`config.mk`:
```
export PLATFORM = sky130hd
export DESIGN_NAME = controlador_dispensador_flat
export DESIGN_NICKNAME = d
export VERILOG_FILES = /design/src/rtl/controlador_dispensador_pkg.sv /design/src/rtl/controlador_dispensador_if.sv /design/src/rtl/controlador_dispensador_temporizador.sv /design/src/rtl/controlador_dispensador.sv /design/src/flat_wrapper.sv
export SDC_FILE = /design/constraint.sdc
export NUM_CORES = 1
export LEC_CHECK = 0
export BUFFER_PORTS_ARGS = -buffer_cell sky130_fd_sc_hd__buf_2
export CORE_UTILIZATION = 35
export CTS_BUF_LIST = sky130_fd_sc_hd__clkbuf_4 sky130_fd_sc_hd__clkbuf_8
export DETAILED_ROUTE_END_ITERATION = 10
export PLACE_DENSITY = 0.65
export SYNTH_ARGS = -nofsm -noshare
export SYNTH_HDL_FRONTEND = slang
export SYNTH_SLANG_ARGS = --single-unit
export TNS_END_PERCENT = 50
```
`constraint.sdc`:
```
create_clock -name clk -period 2.7 [get_ports clk]
set_input_delay 0.27 -clock clk [delete_from_list [all_inputs] [get_ports clk]]
set_output_delay 0.27 -clock clk [all_outputs]
set_load 0.02 [all_outputs]
```
`src/rtl/controlador_dispensador_pkg.sv`:
```
// controlador_pkg: shared types and constants for the dispenser sequencer
package controlador_pkg;
    localparam int COIN_UNIT   = 10;
    localparam int PRICE_COINS = 30 / COIN_UNIT;
    typedef enum logic [2:0] {IDLE, MOTOR, GAP, COIN_ON, COIN_GAP, DONE} state_e;
    typedef struct packed {
        logic       vend;
        logic [1:0] change;
    } req_t;
    function automatic logic is_req(input req_t r);
        return r.vend || (r.change != 2'd0);
    endfunction
endpackage

```
`src/rtl/controlador_dispensador_if.sv`:
```
// controlador_dispensador_if: request/actuator bundle between vending FSM and dispenser
//   requests : vend_req, change_req[1:0], refill        (master -> slave)
//   status   : busy, motor, coin_out, done, lost, stock, empty (slave -> master)
interface controlador_dispensador_if #(
    parameter int STOCK_W = 4
);
    logic               vend_req;
    logic [1:0]         change_req;
    logic               refill;
    logic               busy;
    logic               motor;
    logic               coin_out;
    logic               done;
    logic               lost;
    logic [STOCK_W-1:0] stock;
    logic               empty;
    modport master (
        output vend_req, change_req, refill,
        input  busy, motor, coin_out, done, lost, stock, empty
    );
    modport slave (
        input  vend_req, change_req, refill,
        output busy, motor, coin_out, done, lost, stock, empty
    );
endinterface

```
`src/rtl/controlador_dispensador_temporizador.sv`:
```
// temporizador_ciclos: loadable down-counter shared by all timed states
//   clk, rst  clock, asynchronous active-low reset
//   start_i   load load_i on this edge
//   load_i    length in cycles of the interval being started
//   expire_o  high during the last cycle of the loaded interval
module temporizador_ciclos #(
    parameter int W = 4
) (
    input  logic         clk,
    input  logic         rst,
    input  logic         start_i,
    input  logic [W-1:0] load_i,
    output logic         expire_o
);
    logic [W-1:0] cnt_q, cnt_d;
    assign cnt_d    = start_i ? load_i : (cnt_q != '0) ? cnt_q - W'(1) : cnt_q;
    assign expire_o = cnt_q == W'(1);
    always_ff @(posedge clk or negedge rst)
        if (!rst) cnt_q <= '0;
        else      cnt_q <= cnt_d;
endmodule

```
`src/rtl/controlador_dispensador.sv`:
```
// controlador_dispensador: timed product motor and coin ejector sequencer with stock tracking
//   clk, rst  clock, asynchronous active-low reset
//   bus       controlador_dispensador_if.slave (requests in, actuators/status out)
//   VEND_QUEUE_EN  when defined, one request arriving while busy is buffered instead of lost
module controlador_dispensador
    import controlador_pkg::*;
#(
    parameter int MOTOR_CYCLES = 8,
    parameter int COIN_CYCLES  = 4,
    parameter int GAP_CYCLES   = 2,
    parameter int STOCK_W      = 4,
    parameter int STOCK_INIT   = 15
) (
    input logic                      clk,
    input logic                      rst,
    controlador_dispensador_if.slave bus
);
    localparam int MC = MOTOR_CYCLES > COIN_CYCLES ? MOTOR_CYCLES : COIN_CYCLES;
    localparam int TW = $clog2(MC > GAP_CYCLES ? MC : GAP_CYCLES) + 1;
    state_e             state_q, state_d;
    logic [2:0]         coins_q, coins_d;
    logic [STOCK_W-1:0] stock_q, stock_d;
    logic               lost_q, lost_d;
    logic               expire, cap_v, in_v, refill_ok, do_vend;
    logic [TW-1:0]      t_load;
    req_t               req_in, cap_req;
    assign req_in  = {bus.vend_req, bus.change_req};
    assign in_v    = is_req(req_in);
    assign do_vend = cap_req.vend && stock_q != '0;
`ifdef VEND_QUEUE_EN
    req_t pend_q, pend_d;
    logic pend_v_q, pend_v_d, from_pend;
    // A pending request is served at the DONE exit edge so busy never drops between them.
    assign from_pend = pend_v_q && (state_q == IDLE || state_q == DONE);
    assign cap_v     = from_pend || (state_q == IDLE && in_v);
    assign cap_req   = from_pend ? pend_q : req_in;
    assign refill_ok = state_q == IDLE && !in_v && !pend_v_q;
    assign lost_d    = in_v && pend_v_q && !from_pend;
    always_comb begin
        pend_v_d = pend_v_q;
        pend_d   = pend_q;
        if (from_pend) begin
            pend_v_d = in_v;
            pend_d   = req_in;
        end else if (in_v && state_q != IDLE && !pend_v_q) begin
            pend_v_d = 1'b1;
            pend_d   = req_in;
        end
    end
    always_ff @(posedge clk or negedge rst)
        if (!rst) begin
            pend_v_q <= 1'b0;
            pend_q   <= '0;
        end else begin
            pend_v_q <= pend_v_d;
            pend_q   <= pend_d;
        end
`else
    assign cap_v     = state_q == IDLE && in_v;
    assign cap_req   = req_in;
    assign refill_ok = state_q == IDLE && !in_v;
    assign lost_d    = in_v && state_q != IDLE;
`endif
    always_comb begin
        state_d = state_q;
        coins_d = coins_q;
        stock_d = stock_q;
        case (state_q)
            IDLE, DONE: begin
                state_d = cap_v ? (do_vend ? MOTOR : COIN_ON) : IDLE;
                // An unserved vend on an empty machine refunds the price as extra coins.
                coins_d = cap_v ? {1'b0, cap_req.change} + (cap_req.vend && !do_vend ? 3'(PRICE_COINS) : 3'd0) : coins_q;
                stock_d = refill_ok && bus.refill ? STOCK_W'(STOCK_INIT) : stock_q;
            end
            MOTOR: if (expire) begin
                state_d = GAP;
                stock_d = stock_q != '0 ? stock_q - STOCK_W'(1) : stock_q;
            end
            COIN_ON: if (expire) begin
                state_d = COIN_GAP;
                coins_d = coins_q - 3'd1;
            end
            GAP, COIN_GAP: if (expire) state_d = coins_q != 3'd0 ? COIN_ON : DONE;
            default: state_d = IDLE;
        endcase
    end
    assign t_load = state_d == MOTOR ? TW'(MOTOR_CYCLES) : state_d == COIN_ON ? TW'(COIN_CYCLES) : TW'(GAP_CYCLES);
    temporizador_ciclos #(.W(TW)) u_tmr (
        .clk      (clk),
        .rst      (rst),
        .start_i  (state_d != state_q),
        .load_i   (t_load),
        .expire_o (expire)
    );
    always_ff @(posedge clk or negedge rst)
        if (!rst) begin
            state_q <= IDLE;
            coins_q <= '0;
            stock_q <= STOCK_W'(STOCK_INIT);
            lost_q  <= 1'b0;
        end else begin
            state_q <= state_d;
            coins_q <= coins_d;
            stock_q <= stock_d;
            lost_q  <= lost_d;
        end
    assign bus.busy     = state_q != IDLE;
    assign bus.motor    = state_q == MOTOR;
    assign bus.coin_out = state_q == COIN_ON;
    assign bus.done     = state_q == DONE;
    assign bus.lost     = lost_q;
    assign bus.stock    = stock_q;
    assign bus.empty    = stock_q == '0;
endmodule

```
`src/flat_wrapper.sv`:
```
// flat-port wrapper written by rule: the top's interface ports become plain ports
module controlador_dispensador_flat import controlador_pkg::*;
#(
    parameter int MOTOR_CYCLES = 8,
    parameter int COIN_CYCLES  = 4,
    parameter int GAP_CYCLES   = 2,
    parameter int STOCK_W      = 4,
    parameter int STOCK_INIT   = 15
)
  (clk, rst, bus_vend_req, bus_change_req, bus_refill, bus_busy, bus_motor, bus_coin_out, bus_done, bus_lost, bus_stock, bus_empty);
  controlador_dispensador_if #(.STOCK_W(STOCK_W)) bus_i ();
  input logic clk;
  input logic rst;
  input wire logic [$bits(bus_i.vend_req)-1:0] bus_vend_req;
  input wire logic [$bits(bus_i.change_req)-1:0] bus_change_req;
  input wire logic [$bits(bus_i.refill)-1:0] bus_refill;
  output wire logic [$bits(bus_i.busy)-1:0] bus_busy;
  output wire logic [$bits(bus_i.motor)-1:0] bus_motor;
  output wire logic [$bits(bus_i.coin_out)-1:0] bus_coin_out;
  output wire logic [$bits(bus_i.done)-1:0] bus_done;
  output wire logic [$bits(bus_i.lost)-1:0] bus_lost;
  output wire logic [$bits(bus_i.stock)-1:0] bus_stock;
  output wire logic [$bits(bus_i.empty)-1:0] bus_empty;
  assign bus_i.vend_req = bus_vend_req;
  assign bus_i.change_req = bus_change_req;
  assign bus_i.refill = bus_refill;
  assign bus_busy = bus_i.busy;
  assign bus_motor = bus_i.motor;
  assign bus_coin_out = bus_i.coin_out;
  assign bus_done = bus_i.done;
  assign bus_lost = bus_i.lost;
  assign bus_stock = bus_i.stock;
  assign bus_empty = bus_i.empty;
  controlador_dispensador #(.MOTOR_CYCLES(MOTOR_CYCLES), .COIN_CYCLES(COIN_CYCLES), .GAP_CYCLES(GAP_CYCLES), .STOCK_W(STOCK_W), .STOCK_INIT(STOCK_INIT)) u_core (.clk(clk), .rst(rst), .bus(bus_i));
endmodule
```
==> impl_metrics.toml, run 1 <==
[placement]
gp_congestion = 0.839
dp_hpwl_mm = 1.67
dpl_cell_area_sq_mm = 0.00123
io_buffer_count = 15

[drt]
viasPerCell = 5.03
dr.pass1.iters = 4
drtAntennaViolNets = 0
wl_mm = 2.17
drt-wirelength-per-cell_microns = 11.9
drt-initial-drc-count = 16
drc = 0
vias = 921

[sta]
hold_viol_final = 0
worstMarginPinSlew_ps = 441
clock_skew_ps = 8.58
setup_tns_ps = 0
finalCritPeriodShare_pct = 85.8
rsz0062_at_grt = "no"
relSlewSlack_pct = 70.6
slew_viol_final = 0
max_freq_ghz = 0.432
setup_viol = 0
period_needed_ps = 2320

[clocking]
cts_buffers = 3
clk_latency_ps = 280
htree_levels = 1
cts_sinks = 15
cts-root-buf = "clkbuf_4"
cts_buffer_depth = 2
path_clk_slew_ps = 90
tritoncts = "done"
postCtsSetupBuffers = 0

[synth]
syn_avg_cell_area_sq_um = 9.11
ys_dominant_reg_cell = "dfrtp_1"
synth_common_cells = "11 x dfrtp_1, 11 x inv_1, 9 x a21oi_1"
syn_nets = 137
synth_top_area_share_pct = 24.8
synthTopCellsByArea = "dfrtp_1 25%, dfstp_2 9.5%, ha_1 9.0%"
synthCells = 122
ys_seq_area_share_pct = 34.2
synth_cell_types = 43
async_flop_share_pct = 100
synth-edff-count = 0
yosysWarnings = 0
synth_top_area_cell = "dfrtp_1"
ys_ff_latch = 15
synth_area_sq_mm = 0.00111

[floorplan]
design.core.area_sq_mm = 0.00303
die_w_microns = 58.3
die_h_microns = 58.3
die_area_sq_mm = 0.00340
start_util_pct = 36.7
io_pins = 16
fp-row-count = 20

[pwr]
seqPwrFrac_pct = 33.6
switching_share_pct = 46.4
p_leak_nw = 0.594
switchingPower_mw = 0.667
vdd.ir_drop.worst_mv = 0.673
p_per_area_mw_per_mm2 = 1130
p_comb_share_pct = 57.0
pwr-share-clk_pct = 9.4
intPower_mw = 0.771

[global_route]
grt_max_degree = 16
grt_usage_pct = 15.0
grt_overflow = 0
grt_pass1_vias = 920
antenna_found_initial = 0
grt_pass1_wl_mm = 3.85

[critical_path]
crit_start = "u_core.bus.stock[0]"
critical_path.top_delay_family = "adder cells"
reg2reg_depth = 9
cp_cell_sequence = "inv_1 > ha_1 > or3b_4 > inv_1 > and2_1 > ha_1 > fa_1 > o211ai_1 > o21ai_0"
cp.required_ps = 2870
worstSetupPathType = "flip-flop to flip-flop"
path_buf_inv = 2
r2r-end = "u_core.coins_q[1]"
crit_fanout = 5
end_kind = "flip-flop"
cp_slowest_stage_delay_ps = 570
critPathArrivalTime_ps = 2480
critPathSlowestCell = "dfstp_2"
regToRegSetupSlack_ps = 380
reg2reg_from = "u_core.bus.stock[0]"
cp-start-kind = "flip-flop"

[cells_and_area]
multi_input_area_sq_um = 671
num_antenna_cells = 0
layout-drive-gt1-share_pct = 25.9
final_area_sq_mm = 0.00127
seqCellArea_sq_um = 380
syn2layout_area_growth_pct = 14.3
nNetsFinal = 155
fillers = 301

[min_path]
min_path_cells = 3
hold_end = "u_core.bus.stock[2]"
min-delay-start = "bus_refill"
min_path_type = "primary input to flip-flop"

[flow_run]
drv_cap = 0

[run_status]
status = "finished clean"
-- through the flow --
| step | setup slack [ps] | hold slack [ps] | total power, mW | instances | utilization [%] |
|---|---|---|---|---|---|
| 2_1_floorplan | 328 | -25.6 | 1.10 | 122 | - |
| 3_3_place_gp | 458 | 190 | 1.28 | 178 | 40.6 |
| 3_5_place_dp | 391 | 198 | 1.31 | 178 | 40.6 |
| 4_1_cts | 374 | 212 | 1.45 | 183 | 41.9 |
| 5_1_grt | 246 | 233 | 1.58 | 183 | 41.9 |
| 6_report | 383 | 216 | 1.44 | 183 | 41.9 |
-- tightest hold or removal path, delay by kind of cell --
family,cells,cell delay (ps)
buffers and inverters,1,110
AND/OR/NAND/NOR,2,130
-- sequential cells by signal, indices dropped and copies added (netlist names) --
| register | count |
|---|---|
| u_core.bus.lost | 1 |
| u_core.bus.stock | 4 |
| u_core.coins_q | 3 |
| u_core.state_q | 3 |
| u_core.u_tmr.cnt_q | 4 |
-- power groups by stage --
stage	Sequential, mW	Clock, mW	Combinational, mW
after floorplan	0.479	0	0.626
after global placement	0.480	0	0.796
after detailed placement	0.486	0	0.820
after CTS	0.483	0.143	0.827
after global routing	0.505	0.153	0.926
final	0.483	0.135	0.819
-- kinds of logic after synthesis --
logic type	after synthesis	synth area share [%]
compound gates	31	19.4
xor+xnor	4	3.15
fa+ha+maj	9	10.8
buf+inv	15	5.40
flops	15	34.2
mux	2	1.91
simple gates	46	25.1
-- layout make-up --
| class | instances | area share, % |
|---|---|---|
| timing repair buffer | 17 | 7.29 |
| clock buffer | 4 | 2.36 |
| tap | 44 | 4.33 |
| sequential | 15 | 30.0 |
| inverter | 11 | 3.25 |
| multi-input combinational | 92 | 52.8 |
-- per-layer routing --
| metal | vias to the layer above | track usage [%] | wire length, microns |
|---|---|---|---|
| met5 | - | 0 | 0 |
| met4 | 0 | 6.12 | 16 |
| met3 | 2 | 5.71 | 119 |
| met2 | 21 | 25.1 | 1080 |
| met1 | 437 | 17.3 | 954 |
| li1 | 461 | - | - |
-- layout by cell type (no fill, tap or decap), types with 4 or more instances in the layout --
master     n
a21oi_1    9
clkbuf_4   4
nor2_1     6
buf_2     15
o211ai_1   4
nand2_1    6
dfstp_2    4
o21ai_0    4
ha_1       8
dfrtp_1   11
inv_1     11
nand3_1    6
-- worst max-delay path by stage --
stage,slack [ps],endpoint,cells after the start
global route,250,u_core.coins_q[1],9
detailed placement,390,u_core.coins_q[1],9
finish,380,u_core.coins_q[1],9
global placement,460,u_core.coins_q[1],9
CTS,370,u_core.coins_q[1],9
floorplan,330,u_core.coins_q[1],9
-- what timing repair did --
item                      CTS  global route
gates resized for setup     0             0
hold endpoints to repair   11             0
hold buffers                1             0
Note: power is estimated with default switching activity, not from simulation.
==> run 2, diff against run 1 <==
Settings changed: CORE_MARGIN set to 1.5.
==> run 2 against run 1 <==
Via count up 1.3%. Die area up 3.5%. First-iteration DRC count down 25%. Sequential share of layout area unchanged. Critical path type unchanged.
==> impl_metrics.toml, run 2 (synthesis gave the netlist of run 1 again) <==
[run_status]
status = "finished clean"

[clocking]
cts_buffer_depth = 2
clk_latency_ps = 280
ctsResizeCount = 0
htree_levels = 1
cts-root-buf = "clkbuf_4"
tritoncts = "done"
cts_sinks = 15
path_clk_slew_ps = 80
cts_buffers = 3

[sta]
clock_skew_ps = 3.34
whs_ps = 221
max_freq_ghz = 0.436
slew_viol_final = 0
setup_viol = 0
period_needed_ps = 2290
worstMarginPinSlew_ps = 435
hold_viol_final = 0
relSlewSlack_pct = 71.0
setup_ws_ps = 408
rsz0062_at_grt = "no"
setup_tns_ps = 0
finalCritPeriodShare_pct = 84.9

[cells_and_area]
num_antenna_cells = 0
final_area_sq_mm = 0.00127
multi_input_area_sq_um = 671
syn2layout_area_growth_pct = 14.3
layout-drive-gt1-share_pct = 25.9
final_common_cell = "buf_2"
seqCellArea_sq_um = 380
post-route-util_pct = 41.9
fillers = 302
nNetsFinal = 155
final_cell_mix = "15 x buf_2, 11 x inv_1, 11 x dfrtp_1"

[pwr]
p_per_area_mw_per_mm2 = 1120
p_leak_nw = 0.594
vdd.ir_drop.worst_mv = 0.619

[floorplan]
die_w_microns = 59.3
die_area_sq_mm = 0.00352
fp-row-count = 20
start_util_pct = 36.7
io_pins = 16
die_h_microns = 59.3
design.core.area_sq_mm = 0.00303

[placement]
dp_hpwl_mm = 1.65
dpl_cell_area_sq_mm = 0.00123
gp_congestion = 0.827
dp_slack_ps = 401
io_buffer_count = 15

[global_route]
grt_usage_pct = 14.0
grt_overflow = 0
grt_pass1_wl_mm = 3.77
grt_pass1_vias = 903
antenna_found_initial = 0
grt_max_degree = 16

[critical_path]
cp.required_ps = 2860
cp-start-kind = "flip-flop"
cp_cell_sequence = "inv_1 > ha_1 > or3b_4 > inv_1 > and2_1 > ha_1 > fa_1 > o211ai_1 > o21ai_0"
crit_fanout = 5
cp_slowest_stage_delay_ps = 570
worstSetupPathType = "flip-flop to flip-flop"
critPathSlowestCell = "dfstp_2"
critPathArrivalTime_ps = 2460
end_kind = "flip-flop"

[drt]
drc = 0
drtAntennaViolNets = 0
wl_mm = 2.13
drt-initial-drc-count = 12
drt-wirelength-per-cell_microns = 11.6
viasPerCell = 5.10
vias = 933
dr.pass1.iters = 4

[min_path]
min_path_type = "primary input to flip-flop"

[flow_run]
drv_cap = 0
run 2: cell counts in the layout (fill, tap and decap cells not counted):
Identical to the previous run, type by type.
run 2: critical path: cells and delay by family, from the launching register on:
kind	cells	cell delay [ps]
AOI/OAI and AO/OA	2	270
and+or+nand+nor	2	420
buffers and inverters	2	120
DFF	1	570
adders and majority gates	3	820
run 2: power breakdown:
group          leakage [nW]  internal, mW  switching (mW)
clock network        0.0184        0.0674          0.0669
logic                 0.400         0.349           0.462
registers             0.176         0.354           0.129
run 2: final timing paths:
check | start | endpoint | slack [ps] | cells past startpoint
max | u_core.bus.stock[0] | u_core.coins_q[1] | 410 | 9
min | bus_refill | u_core.bus.stock[2] | 220 | 3
max reg2reg | u_core.bus.stock[0] | u_core.coins_q[1] | 410 | 9
min reg2reg | u_core.bus.stock[1] | u_core.bus.stock[1] | 520 | 2
max in group asynchronous | rst | u_core.bus.stock[1] | 1990 | 2
min in group asynchronous | rst | u_core.coins_q[1] | 420 | 2
run 2: routing by layer:
metal / vias to the layer above / global-route usage [%] / routed length [microns]
li1: 461 / - / -
met1: 443 / 17.3 / 980
met2: 25 / 22.8 / 999
met3: 4 / 5.24 / 125
met4: 0 / 4.22 / 24
met5: - / 0 / 0
run 2: layout make-up:
class	count	area share, %
clock buffers	4	2.36
inverters	11	3.25
multi-input cells	92	52.8
flip-flops and latches	15	30.0
well taps	44	4.33
repair buffers	17	7.29
run 2: through the flow:
step / power [mW] / std cells
floorplan: 1.10 / 122
global placement: 1.28 / 178
detailed placement: 1.31 / 178
CTS: 1.45 / 183
global route: 1.58 / 183
finish: 1.43 / 183
run 2: repair_timing:
action | CTS | global route
hold buffers | 1 | 0
endpoints found under the hold margin | 11 | 0
setup buffers | 0 | 0
==> run 3, diff against run 2 <==
Settings changed: PLACE_DENSITY 0.65 to 0.67.
Clock period 2.7 ns to 1.9 ns, I/O delays scaled along.
==> run 3 against run 2 <==
The flow now finishes with violations (setup timing). Sequential power increased by 33%. Combinational power rose by 97%. Hold slack lost 95 ps. Highest routed layer unchanged. First-iteration DRC count grew 33%. Utilization grew 6.8 points. Via count is 8.8% higher. Sequential share of layout area decreased by 4.2 points. Cell area up 16%. Setup slack lost 620 ps. Critical endpoint unchanged. Largest cell class unchanged. Flip-flop and latch count unchanged. Clock power up 43%. Clock skew is 0.59 ps higher.
==> impl_metrics.toml, run 3 (synthesis gave the netlist of run 1 again) <==
[run_status]
status = "complete, but fails checks"
violations = "setup timing"

[floorplan]
design.core.area_sq_mm = 0.00303
die_w_microns = 59.3
fp-row-count = 20
start_util_pct = 36.7
io_pins = 16
die_h_microns = 59.3
die_area_sq_mm = 0.00352

[sta]
clock_skew_ps = 3.93
period_needed_ps = 2110
relSlewSlack_pct = 62.6
setup_ws_ps = -209
setup_viol = 7
whs_ps = 126
worstMarginPinSlew_ps = 559
max_freq_ghz = 0.474
hold_viol_final = 0
finalCritPeriodShare_pct = 111
slew_viol_final = 0
rsz0062_at_grt = "yes"

[clocking]
cts_sinks = 15
clk_latency_ps = 290
cts-root-buf = "clkbuf_4"
htree_levels = 1
cts_buffer_depth = 2
tritoncts = "done"
path_clk_slew_ps = 100
cts_buffers = 3

[min_path]
min_path_type = "primary input to flip-flop"

[critical_path]
worstSetupPathType = "flip-flop to flip-flop"
timing.critical_path.mode_cell = "ha_4"
critPathSlowestCell = "fa_2"
crit_fanout = 2
cp_cell_sequence = "inv_2 > ha_4 > or3b_4 > inv_4 > and2_4 > ha_4 > fa_2 > o211ai_1 > o21ai_1"
cp.required_ps = 2080
regToRegSetupSlack_ps = -210
critPathArrivalTime_ps = 2290
end_kind = "flip-flop"
cp_slowest_stage_delay_ps = 430
path_buf_inv = 2
cp-start-kind = "flip-flop"
critical_path.top_delay_family = "adder cells"

[pwr]
p_leak_nw = 0.679
intPower_mw = 1.34
switching_share_pct = 45.0
switchingPower_mw = 1.09
p_per_area_mw_per_mm2 = 1650
p_comb_share_pct = 65.7
pwr-share-clk_pct = 7.8
vdd.ir_drop.worst_mv = 0.731
seqPwrFrac_pct = 26.4

[cells_and_area]
fin_cells = 201
layout-drive-gt1-share_pct = 40.1
fillers = 295
final_common_cell = "buf_4"
num_antenna_cells = 0
final_cell_mix = "18 x buf_4, 15 x buf_2, 11 x dfrtp_1"
nNetsFinal = 173
syn2layout_area_growth_pct = 32.8

[drt]
drtAntennaViolNets = 0
drc = 0
drt-initial-drc-count = 16
vias = 1015
dr.pass1.iters = 4
wl_mm = 2.56
viasPerCell = 5.05
drt-wirelength-per-cell_microns = 12.7

[placement]
dp_hpwl_mm = 1.85
place_inst = 191
io_buffer_count = 15
gp_congestion = 0.811

[global_route]
antenna_found_initial = 0
grt_usage_pct = 16.1
grt_overflow = 0
grt_pass1_vias = 992
grt_pass1_wl_mm = 4.28
grt_max_degree = 16

[flow_run]
drv_cap = 0
-- run 3: what timing repair did --
item                                    CTS  global route
hold buffers                              1             0
pin swaps                                 8             6
endpoints found under the hold margin    11             0
resized for setup                        14             0
buffers inserted                          4             2
endpoints found under the setup margin    6             8
-- run 3: layout make-up --
| class | count | area (sq um) | area share, % |
|---|---|---|---|
| multi-input cells | 92 | 737 | 50.0 |
| flip-flops and latches | 15 | 380 | 25.8 |
| repair buffers | 35 | 231 | 15.7 |
| well taps | 44 | 55.1 | 3.73 |
| inverters | 11 | 43.8 | 2.97 |
| clock buffers | 3 | 22.5 | 1.53 |
| clock inverters | 1 | 5.00 | 0.339 |
-- run 3: worst min-delay path, cell delays in order --
cell	delay, ps
buf_2	110
nand3_1	70
nand2_1	50
-- run 3: path summary, 6_finish.rpt --
path                                      from  cells past startpoint             endpoint
min in group asynchronous                  rst                      2    u_core.state_q[2]
min                                 bus_refill                      3  u_core.bus.stock[3]
max reg2reg                u_core.bus.stock[0]                      9    u_core.coins_q[1]
max in group asynchronous                  rst                      2  u_core.bus.stock[2]
min reg2reg                u_core.bus.stock[3]                      2  u_core.bus.stock[3]
max                        u_core.bus.stock[0]                      9    u_core.coins_q[1]
-- run 3: per-stage QoR --
stage | cell area (sq um) | worst slack [ps] | TNS [ps] | util [%] | power [mW]
2_1_floorplan | 1130 | -275 | -476 | - | 1.58
3_3_place_gp | 1350 | -151 | -325 | 44.5 | 1.99
3_5_place_dp | 1350 | -230 | -593 | 44.5 | 2.05
4_1_cts | 1470 | -208 | -388 | 48.6 | 2.40
5_1_grt | 1480 | -304 | -1070 | 48.7 | 2.65
6_report | 1480 | -209 | -475 | 48.7 | 2.43
-- run 3: metal layers --
metal	vias up	track usage, %	share of wire (%)
met3	2	4.37	3.7
met5	-	0	0
met4	0	1.95	0.51
met2	14	29.5	52
met1	503	19.0	44
li1	496	-	-
-- run 3: power groups by stage --
| stage | sequential, mW | clock [mW] | combinational [mW] |
|---|---|---|---|
| global route | 0.662 | 0.213 | 1.77 |
| detailed placement | 0.641 | 0 | 1.40 |
| global placement | 0.630 | 0 | 1.36 |
| finish | 0.642 | 0.191 | 1.60 |
| floorplan | 0.683 | 0 | 0.900 |
| CTS | 0.642 | 0.197 | 1.56 |
